<file path="config.mk">
export PLATFORM = sky130hd
export DESIGN_NAME = prv_trap_sequencer_flat
export DESIGN_NICKNAME = d
export VERILOG_FILES = /design/src/rtl/prv_trap_sequencer_pkg.sv /design/src/rtl/prv_trap_sequencer_if.sv /design/src/rtl/prv_trap_sequencer_int_prio.sv /design/src/rtl/prv_trap_sequencer.sv /design/src/flat_wrapper.sv
export SDC_FILE = /design/constraint.sdc
export NUM_CORES = 1
export LEC_CHECK = 0
export ABC_AREA = 1
export CAP_MARGIN = 10
export CORE_AREA = 8 8 175 177
export DETAILED_ROUTE_END_ITERATION = 16
export DIE_AREA = 0 0 183 185
export GPL_TIMING_DRIVEN = 1
export HOLD_SLACK_MARGIN = 0.12
export PLACE_DENSITY = 0.55
export SYNTH_ARGS = -nofsm -noshare
export SYNTH_HDL_FRONTEND = slang
export SYNTH_SLANG_ARGS = --single-unit
</file>
<file path="constraint.sdc">
create_clock -name CLK -period 3.5 [get_ports CLK]
set_clock_uncertainty 0.05 [all_clocks]
set_input_delay 0.525 -clock CLK [delete_from_list [all_inputs] [get_ports CLK]]
set_output_delay 0.525 -clock CLK [all_outputs]
set_load 0.02 [all_outputs]
</file>
<file path="src/rtl/prv_trap_sequencer_pkg.sv">
// rtl/prv_trap_sequencer_pkg.sv - machine-mode types shared by the trap sequencer
// Purpose: sequencer state encoding, interrupt codes, mstatus field positions
//          and the two mstatus rewrite rules (trap entry, MRET).
`timescale 1ns/1ps
package machine_mode_types_pkg;

   typedef enum logic [2:0] {
      ST_IDLE,
      ST_SAVE,
      ST_STATUS,
      ST_RESTORE,
      ST_REDIRECT
   } prv_state_t;

   localparam logic [3:0] INT_MSI = 4'd3;
   localparam logic [3:0] INT_MTI = 4'd7;
   localparam logic [3:0] INT_MEI = 4'd11;

   // Only the three machine-level sources can raise an interrupt.
   localparam logic [31:0] INT_SRC_MASK = 32'h0000_0888;

   localparam int MST_MIE    = 3;
   localparam int MST_MPIE   = 7;
   localparam int MST_MPP_LO = 11;
   localparam int MST_MPP_HI = 12;

   // Trap entry: stack the interrupt enable and force machine mode.
   function automatic logic [31:0] trap_mstatus(input logic [31:0] ms);
      logic [31:0] r;
      r = ms;
      r[MST_MPIE] = ms[MST_MIE];
      r[MST_MIE] = 1'b0;
      r[MST_MPP_HI:MST_MPP_LO] = 2'b11;
      return r;
   endfunction

   // MRET: pop the interrupt enable, re-arm mpie.
   function automatic logic [31:0] mret_mstatus(input logic [31:0] ms);
      logic [31:0] r;
      r = ms;
      r[MST_MIE] = ms[MST_MPIE];
      r[MST_MPIE] = 1'b1;
      r[MST_MPP_HI:MST_MPP_LO] = 2'b11;
      return r;
   endfunction

endpackage

</file>
<file path="src/rtl/prv_trap_sequencer_if.sv">
// rtl/prv_trap_sequencer_if.sv - CSR file <-> trap sequencer bus
// Purpose: carries current CSR values to the sequencer and update strobes back.
// Ports (modport prv): in mepc/mstatus/mip/mie; out *_rup/*_next for
//          mepc, mcause, mbadaddr, mstatus, mip. Modport csr is the mirror.
`timescale 1ns/1ps
interface csr_prv_if;
   logic [31:0] mepc;
   logic [31:0] mstatus;
   logic [31:0] mip;
   logic [31:0] mie;

   logic        mepc_rup;
   logic [31:0] mepc_next;
   logic        mcause_rup;
   logic [31:0] mcause_next;
   logic        mbadaddr_rup;
   logic [31:0] mbadaddr_next;
   logic        mstatus_rup;
   logic [31:0] mstatus_next;
   logic        mip_rup;
   logic [31:0] mip_next;

   modport prv (
      input  mepc, mstatus, mip, mie,
      output mepc_rup, mepc_next, mcause_rup, mcause_next,
             mbadaddr_rup, mbadaddr_next, mstatus_rup, mstatus_next,
             mip_rup, mip_next
   );

   modport csr (
      output mepc, mstatus, mip, mie,
      input  mepc_rup, mepc_next, mcause_rup, mcause_next,
             mbadaddr_rup, mbadaddr_next, mstatus_rup, mstatus_next,
             mip_rup, mip_next
   );
endinterface

</file>
<file path="src/rtl/prv_trap_sequencer_int_prio.sv">
// rtl/prv_trap_sequencer_int_prio.sv - machine interrupt priority encoder
// Purpose: picks the highest-priority enabled pending interrupt (MEI > MSI > MTI).
// Ports: pend_en_i (mip & mie), mstatus_mie_i (global enable),
//        int_pending_o (interrupt eligible), int_code_o (4-bit cause code).
`timescale 1ns/1ps
module prv_int_prio
   import machine_mode_types_pkg::*;
(
   input  logic [31:0] pend_en_i,
   input  logic        mstatus_mie_i,
   output logic        int_pending_o,
   output logic [3:0]  int_code_o
);

   logic [31:0] src;

   always_comb begin
      src = pend_en_i & INT_SRC_MASK;
      int_pending_o = mstatus_mie_i && (src != 32'd0);
      int_code_o = 4'd0;
      if (src[INT_MEI]) begin
         int_code_o = INT_MEI;
      end else if (src[INT_MSI]) begin
         int_code_o = INT_MSI;
      end else if (src[INT_MTI]) begin
         int_code_o = INT_MTI;
      end
   end

endmodule

</file>
<file path="src/rtl/prv_trap_sequencer.sv">
// rtl/prv_trap_sequencer.sv - machine-mode trap / MRET sequencer
// Purpose: accepts one exception, MRET or interrupt at a time, commits the CSR
//          updates over fixed cycles, then holds a PC redirect until acknowledged.
// Ports: CLK/RST (sync active-high); ex_* exception request; mret_valid;
//        int_pc (mepc for interrupts); mtvec; trap_ack pulse; busy stall;
//        redirect_valid/redirect_pc/redirect_ack fetch handshake; prv_if CSR bus.
`timescale 1ns/1ps
module prv_trap_sequencer
   import machine_mode_types_pkg::*;
#(
   parameter logic [31:0] RESET_PC = 32'h0000_0200
) (
   input  logic        CLK,
   input  logic        RST,
   input  logic        ex_valid,
   input  logic [3:0]  ex_cause,
   input  logic [31:0] ex_epc,
   input  logic [31:0] ex_badaddr,
   input  logic        mret_valid,
   input  logic [31:0] int_pc,
   input  logic [31:0] mtvec,
   output logic        trap_ack,
   output logic        busy,
   output logic        redirect_valid,
   output logic [31:0] redirect_pc,
   input  logic        redirect_ack,
   csr_prv_if.prv      prv_if
);

   prv_state_t  state_q, state_d;
   logic [31:0] cause_q, cause_d;
   logic [31:0] epc_q, epc_d;
   logic [31:0] badaddr_q, badaddr_d;
   logic        mret_q, mret_d;

   logic        int_pending;
   logic [3:0]  int_code;
   logic        accept;
   logic [31:0] target_pc;

   prv_int_prio u_int_prio (
      .pend_en_i     (prv_if.mip & prv_if.mie),
      .mstatus_mie_i (prv_if.mstatus[MST_MIE]),
      .int_pending_o (int_pending),
      .int_code_o    (int_code)
   );

   always_ff @(posedge CLK) begin
      if (RST) begin
         state_q   <= ST_IDLE;
         cause_q   <= 32'd0;
         epc_q     <= 32'd0;
         badaddr_q <= 32'd0;
         mret_q    <= 1'b0;
      end else begin
         state_q   <= state_d;
         cause_q   <= cause_d;
         epc_q     <= epc_d;
         badaddr_q <= badaddr_d;
         mret_q    <= mret_d;
      end
   end

   always_comb begin
      state_d   = state_q;
      cause_d   = cause_q;
      epc_d     = epc_q;
      badaddr_d = badaddr_q;
      mret_d    = mret_q;
      accept    = 1'b0;
      unique case (state_q)
         ST_IDLE: begin
            if (ex_valid) begin
               accept    = 1'b1;
               state_d   = ST_SAVE;
               cause_d   = {28'd0, ex_cause};
               epc_d     = ex_epc;
               badaddr_d = ex_badaddr;
               mret_d    = 1'b0;
            end else if (mret_valid) begin
               // Latched trap fields are not touched by MRET.
               accept  = 1'b1;
               state_d = ST_RESTORE;
               mret_d  = 1'b1;
            end else if (int_pending) begin
               accept    = 1'b1;
               state_d   = ST_SAVE;
               cause_d   = {1'b1, 27'd0, int_code};
               epc_d     = int_pc;
               badaddr_d = 32'd0;
               mret_d    = 1'b0;
            end
         end
         ST_SAVE:     state_d = ST_STATUS;
         ST_STATUS:   state_d = ST_REDIRECT;
         ST_RESTORE:  state_d = ST_REDIRECT;
         ST_REDIRECT: begin
            if (redirect_ack) begin
               state_d = ST_IDLE;
            end
         end
         default:     state_d = ST_IDLE;
      endcase
   end

   // Strobes are masked during RST so an aborted sequence issues no further
   // CSR writes in the reset cycle itself.
   assign trap_ack = accept & ~RST;
   assign busy     = ~RST & ((state_q != ST_IDLE) | ex_valid | mret_valid | int_pending);

   // Vector mode bits of mtvec are ignored: all traps go to the base.
   assign target_pc      = mret_q ? prv_if.mepc : (mtvec & 32'hFFFF_FFFC);
   assign redirect_valid = ~RST & (state_q == ST_REDIRECT);
   assign redirect_pc    = redirect_valid ? target_pc : RESET_PC;

   assign prv_if.mepc_rup      = ~RST & (state_q == ST_SAVE);
   assign prv_if.mcause_rup    = ~RST & (state_q == ST_SAVE);
   assign prv_if.mbadaddr_rup  = ~RST & (state_q == ST_SAVE);
   assign prv_if.mepc_next     = epc_q;
   assign prv_if.mcause_next   = cause_q;
   assign prv_if.mbadaddr_next = badaddr_q;

   assign prv_if.mstatus_rup = ~RST & ((state_q == ST_STATUS) | (state_q == ST_RESTORE));

   always_comb begin
      prv_if.mstatus_next = prv_if.mstatus;
      if (state_q == ST_STATUS) begin
         prv_if.mstatus_next = trap_mstatus(prv_if.mstatus);
      end else if (state_q == ST_RESTORE) begin
         prv_if.mstatus_next = mret_mstatus(prv_if.mstatus);
      end
   end

   assign prv_if.mip_rup  = 1'b0;
   assign prv_if.mip_next = prv_if.mip;

endmodule

</file>
<file path="src/flat_wrapper.sv">
// flat-port wrapper written by rule: the top's interface ports become plain ports
module prv_trap_sequencer_flat import machine_mode_types_pkg::*;
#(
   parameter logic [31:0] RESET_PC = 32'h0000_0200
)
  (CLK, RST, ex_valid, ex_cause, ex_epc, ex_badaddr, mret_valid, int_pc, mtvec, trap_ack, busy, redirect_valid, redirect_pc, redirect_ack, prv_if_mepc, prv_if_mstatus, prv_if_mip, prv_if_mie, prv_if_mepc_rup, prv_if_mepc_next, prv_if_mcause_rup, prv_if_mcause_next, prv_if_mbadaddr_rup, prv_if_mbadaddr_next, prv_if_mstatus_rup, prv_if_mstatus_next, prv_if_mip_rup, prv_if_mip_next);
  csr_prv_if prv_if_i ();
  input  logic CLK;
  input  logic RST;
  input  logic ex_valid;
  input  logic [3:0] ex_cause;
  input  logic [31:0] ex_epc;
  input  logic [31:0] ex_badaddr;
  input  logic mret_valid;
  input  logic [31:0] int_pc;
  input  logic [31:0] mtvec;
  output logic trap_ack;
  output logic busy;
  output logic redirect_valid;
  output logic [31:0] redirect_pc;
  input  logic redirect_ack;
  input wire logic [$bits(prv_if_i.mepc)-1:0] prv_if_mepc;
  input wire logic [$bits(prv_if_i.mstatus)-1:0] prv_if_mstatus;
  input wire logic [$bits(prv_if_i.mip)-1:0] prv_if_mip;
  input wire logic [$bits(prv_if_i.mie)-1:0] prv_if_mie;
  output wire logic [$bits(prv_if_i.mepc_rup)-1:0] prv_if_mepc_rup;
  output wire logic [$bits(prv_if_i.mepc_next)-1:0] prv_if_mepc_next;
  output wire logic [$bits(prv_if_i.mcause_rup)-1:0] prv_if_mcause_rup;
  output wire logic [$bits(prv_if_i.mcause_next)-1:0] prv_if_mcause_next;
  output wire logic [$bits(prv_if_i.mbadaddr_rup)-1:0] prv_if_mbadaddr_rup;
  output wire logic [$bits(prv_if_i.mbadaddr_next)-1:0] prv_if_mbadaddr_next;
  output wire logic [$bits(prv_if_i.mstatus_rup)-1:0] prv_if_mstatus_rup;
  output wire logic [$bits(prv_if_i.mstatus_next)-1:0] prv_if_mstatus_next;
  output wire logic [$bits(prv_if_i.mip_rup)-1:0] prv_if_mip_rup;
  output wire logic [$bits(prv_if_i.mip_next)-1:0] prv_if_mip_next;
  assign prv_if_i.mepc = prv_if_mepc;
  assign prv_if_i.mstatus = prv_if_mstatus;
  assign prv_if_i.mip = prv_if_mip;
  assign prv_if_i.mie = prv_if_mie;
  assign prv_if_mepc_rup = prv_if_i.mepc_rup;
  assign prv_if_mepc_next = prv_if_i.mepc_next;
  assign prv_if_mcause_rup = prv_if_i.mcause_rup;
  assign prv_if_mcause_next = prv_if_i.mcause_next;
  assign prv_if_mbadaddr_rup = prv_if_i.mbadaddr_rup;
  assign prv_if_mbadaddr_next = prv_if_i.mbadaddr_next;
  assign prv_if_mstatus_rup = prv_if_i.mstatus_rup;
  assign prv_if_mstatus_next = prv_if_i.mstatus_next;
  assign prv_if_mip_rup = prv_if_i.mip_rup;
  assign prv_if_mip_next = prv_if_i.mip_next;
  prv_trap_sequencer #(.RESET_PC(RESET_PC)) u_core (.CLK(CLK), .RST(RST), .ex_valid(ex_valid), .ex_cause(ex_cause), .ex_epc(ex_epc), .ex_badaddr(ex_badaddr), .mret_valid(mret_valid), .int_pc(int_pc), .mtvec(mtvec), .trap_ack(trap_ack), .busy(busy), .redirect_valid(redirect_valid), .redirect_pc(redirect_pc), .redirect_ack(redirect_ack), .prv_if(prv_if_i));
endmodule
</file>
==> parameters.txt <==
Parameter                              Value

Pwr
  Static Leak    3.28 nW
  Power Total    3.07 mW
  Peak ir drop on the vdd network    0.000178 V
  Cell area power density    approximately 400 nW/µm²

Placed design
  Pre-CTS setup slack    ~0.3 ns
  Dpl hpwl    between 15 and 20 mm
  Cell count after placement    1282
  Last weighted congestion value of the routability-driven placer    0.719
  Number of buffer cells added on primary ports    291

GRT
  Antenna violations before repair    1
  Total global-route track usage    between 10% and 20%
  Remaining global-route overflow    0
  Vias in the first global route    ~4900
  Maximum number of pins on one net before global-route repair    49
  Wire length of the first global-routing pass    28.5 mm

Setup path
  Peak per-stage delay on the critical path    0.64 ns
  Critical path required time    2.92 ns
  Critical Path Source Type    input port
  Reg2Reg Launch Point    u_core.state_q[2]
  Worst-case register-to-register setup slack    between 1 and 1.5 ns
  Cells along the critical path    clkdlybuf4s50_1 > nand2_1 > nand3_1 > nand2_1 > nand2_1 > nand2_1 > nor2_1 > clkdlybuf4s50_1
  Critical Path Fanout Max    3
  Worst r2r path cells    7
  Reg-to-reg critical path endpoint    u_core.prv_if.mepc_next[9]
  Arrival time at the worst endpoint    2.55 ns
  Startpoint-to-endpoint class of the critical path    input port to output pin
  Most used cell, CP    sky130_fd_sc_hd__nand2_1
  Cell at the slowest stage of the critical path    sky130_fd_sc_hd__clkdlybuf4s50_1
  CP Capture Type    output pin
  Critical path launch point    prv_if_mip[7]

Finish
  Most frequent standard cell in the layout excluding fill and tap cells    sky130_fd_sc_hd__clkdlybuf4s50_1
  Nets@finish    roughly 1200
  Final standard cell utilization of the core    27.3%
  Share of post-route cells with drive strength above 1    4.16%
  Non-filler instance count after layout    1298
  Leading cell types in the layout, fill and taps excluded    289 x sky130_fd_sc_hd__clkdlybuf4s50_1, 208 x sky130_fd_sc_hd__nand2_1, 82 x sky130_fd_sc_hd__inv_1
  P&R area growth vs syn    67.4%
  Inserted Diodes    0

Synthesis
  Cells taking the most area after synthesis    sky130_fd_sc_hd__dfxtp_1 32%, sky130_fd_sc_hd__nand2_1 17%, sky130_fd_sc_hd__buf_4 16%
  Synthesized area    ~4600 µm²
  Average instance area after synthesis    about 6.6 µm²
  Simple-Gate Fraction of Synth Area    26.7%
  Sequential cell area fraction in the yosys report    31.9%
  Main combinational cell family by area after synthesis    simple AND/OR/NAND/NOR gates
  Distinct cells, synth    24
  Synthesized instance count    696
  Share of synthesized area spent on multiplexers    7.44%
  Adder and majority gate portion of the synthesized area    0%
  Synth Warn #    0
  Largest area contributor in the netlist    sky130_fd_sc_hd__dfxtp_1
  Yosys top cell area share    31.9%
  XOR/XNOR share of the synthesized area    0%
  FF+latch count, synth    73
  Post-synthesis compound-gate area fraction    between 8 and 9%

Clock tree
  Clock tree buffer depth    2
  Number of CTS-inserted buffers    9
  Clock latency on the worst-skew pair    0.34 ns
  Post-CTS setup-driven buffer insertion count    0
  Post-cts resize count    0
  Clock transition at path regs    0.07 ns
  TritonCTS clock tree    built
  Clock Sink Count    73
  Htree depth    3
  Buffer type at the clock tree root    sky130_fd_sc_hd__clkbuf_16
  Count of hold buffers inserted by post-cts repair    0

Routing
  DRT met1 WL    8.06 mm
  DR WL met2    9.31 mm
  Violation count after the first detailed-routing iteration    170
  Post-DR wirelength/cell    approximately 15 µm
  Top metal layer carrying routed signals    met5
  Post-route DRC    0
  Antenna Violating Nets Remaining    0
  Total met3 wirelength after detailed routing    1.59 mm
  Via count    about 4700
  First-pass DRT Iterations    4
  Final routed wirelength across all metal layers    19.5 mm
  Drt via density    3.64

Floorplanning
  Floorplan row count    62
  Initial core utilization    16.3%
  DIE AREA    ~34000 µm²
  Top-level port count    465
  Die extent in x    ~180 µm
  Placeable core region    28100 µm²
  Height of the chip    185 µm

Timing
  Maximum achievable frequency    around 0.32 GHz
  Measured slew at the worst slew-check pin    0.525 ns
  Count of endpoints failing hold in the final timing report    0
  Number of endpoints failing setup at the final stage    0
  Fin worst setup slack    ~0.38 ns
  Slew HR    between 60 and 70%
  RSZ-0062 raised after global routing    false
  Minimum period implied by the final worst setup slack    3.12 ns
  Post-route fraction of the period consumed by the critical path    89.2%
  Final setup TNS    0 ns
  Fin. max-slew vios    0

Min path
  Worst Hold End    u_core.prv_if.mbadaddr_next[11]
  Cells on Worst Hold Path    2
  Path class of the lowest-slack min-delay path    register to register
  Startpoint of the tightest hold check path    u_core.prv_if.mbadaddr_next[11]

Outcome
  Outcome    complete, no violations

Flow run
  Max-cap violations    0
==> layer usage <==
metal / vias to the layer above / track usage [%]
met3: 44 / 3.94
met5: - / 0
met2: 166 / 18.3
li1: 2454 / -
met1: 2061 / 12.5
met4: 2 / 4.39
==> sequential cells by signal (all words and copies together) (netlist names) <==
register	flops
u_core.prv_if.mbadaddr_next	32
u_core.prv_if.mepc_next	32
u_core.prv_if.mcause_next	5
u_core.state_q	3
u_core.mret_q	1
==> stage by stage <==
stage          cell area (µm²)  hold slack [ns]
6_report                  7660            0.409
5_1_grt                   7660            0.421
4_1_cts                   7660            0.413
3_5_place_dp              7330            0.403
3_3_place_gp              7330            0.396
2_1_floorplan             4680            0.466
==> how the worst max path moves through the flow <==
stage / slack, ns / to
6_report: 0.38 / trap_ack
5_1_grt: 0.16 / trap_ack
2_1_floorplan: 1.01 / prv_if_mcause_rup
3_3_place_gp: 0.30 / trap_ack
3_5_place_dp: 0.29 / trap_ack
4_1_cts: 0.29 / trap_ack
==> final cells by class <==
class / instances / area, µm²
Multi-Input combinational cell: 438 / 2050
Tap cell: 384 / 480
Fill cell: 3154 / 20400
Sequential cell: 73 / 1460
Timing Repair Buffer: 304 / 3030
Clock buffer: 9 / 225
Inverter: 83 / 312
Clock inverter: 7 / 100
==> cells by family after synthesis <==
kind of cell | count (synthesis)
flip-flops | 73
multiplexers | 34
other | 1
buffers and inverters | 212
AND/OR/NAND/NOR | 303
AO/OA/AOI/OAI | 73
==> synth_stat cells <==
library cell	n
sky130_fd_sc_hd__a2111oi_0	1
sky130_fd_sc_hd__a21boi_0	1
sky130_fd_sc_hd__a21oi_1	66
sky130_fd_sc_hd__a31oi_1	1
sky130_fd_sc_hd__buf_1	6
sky130_fd_sc_hd__buf_2	6
sky130_fd_sc_hd__buf_4	98
sky130_fd_sc_hd__clkbuf_1	19
sky130_fd_sc_hd__conb_1	1
sky130_fd_sc_hd__dfxtp_1	73
sky130_fd_sc_hd__inv_1	82
sky130_fd_sc_hd__inv_2	1
sky130_fd_sc_hd__mux2i_1	34
sky130_fd_sc_hd__nand2_1	209
sky130_fd_sc_hd__nand2_2	1
sky130_fd_sc_hd__nand3_1	41
sky130_fd_sc_hd__nand3_2	1
sky130_fd_sc_hd__nand4_1	2
sky130_fd_sc_hd__nor2_1	45
sky130_fd_sc_hd__nor3_4	1
sky130_fd_sc_hd__nor4_1	1
sky130_fd_sc_hd__o21ai_0	3
sky130_fd_sc_hd__o21bai_1	1
sky130_fd_sc_hd__or2_2	2
==> power by group <==
part           switching [mW]  internal, mW
sequential             0.0489         0.924
clock                   0.407         0.633
combinational           0.558         0.499
==> worst max-delay path: cells and delay by family <==
| family | cells | cell delay, ns |
|---|---|---|
| buf+inv | 2 | 1.18 |
| simple gates | 6 | 0.85 |
(Power assumes the default switching activity.)
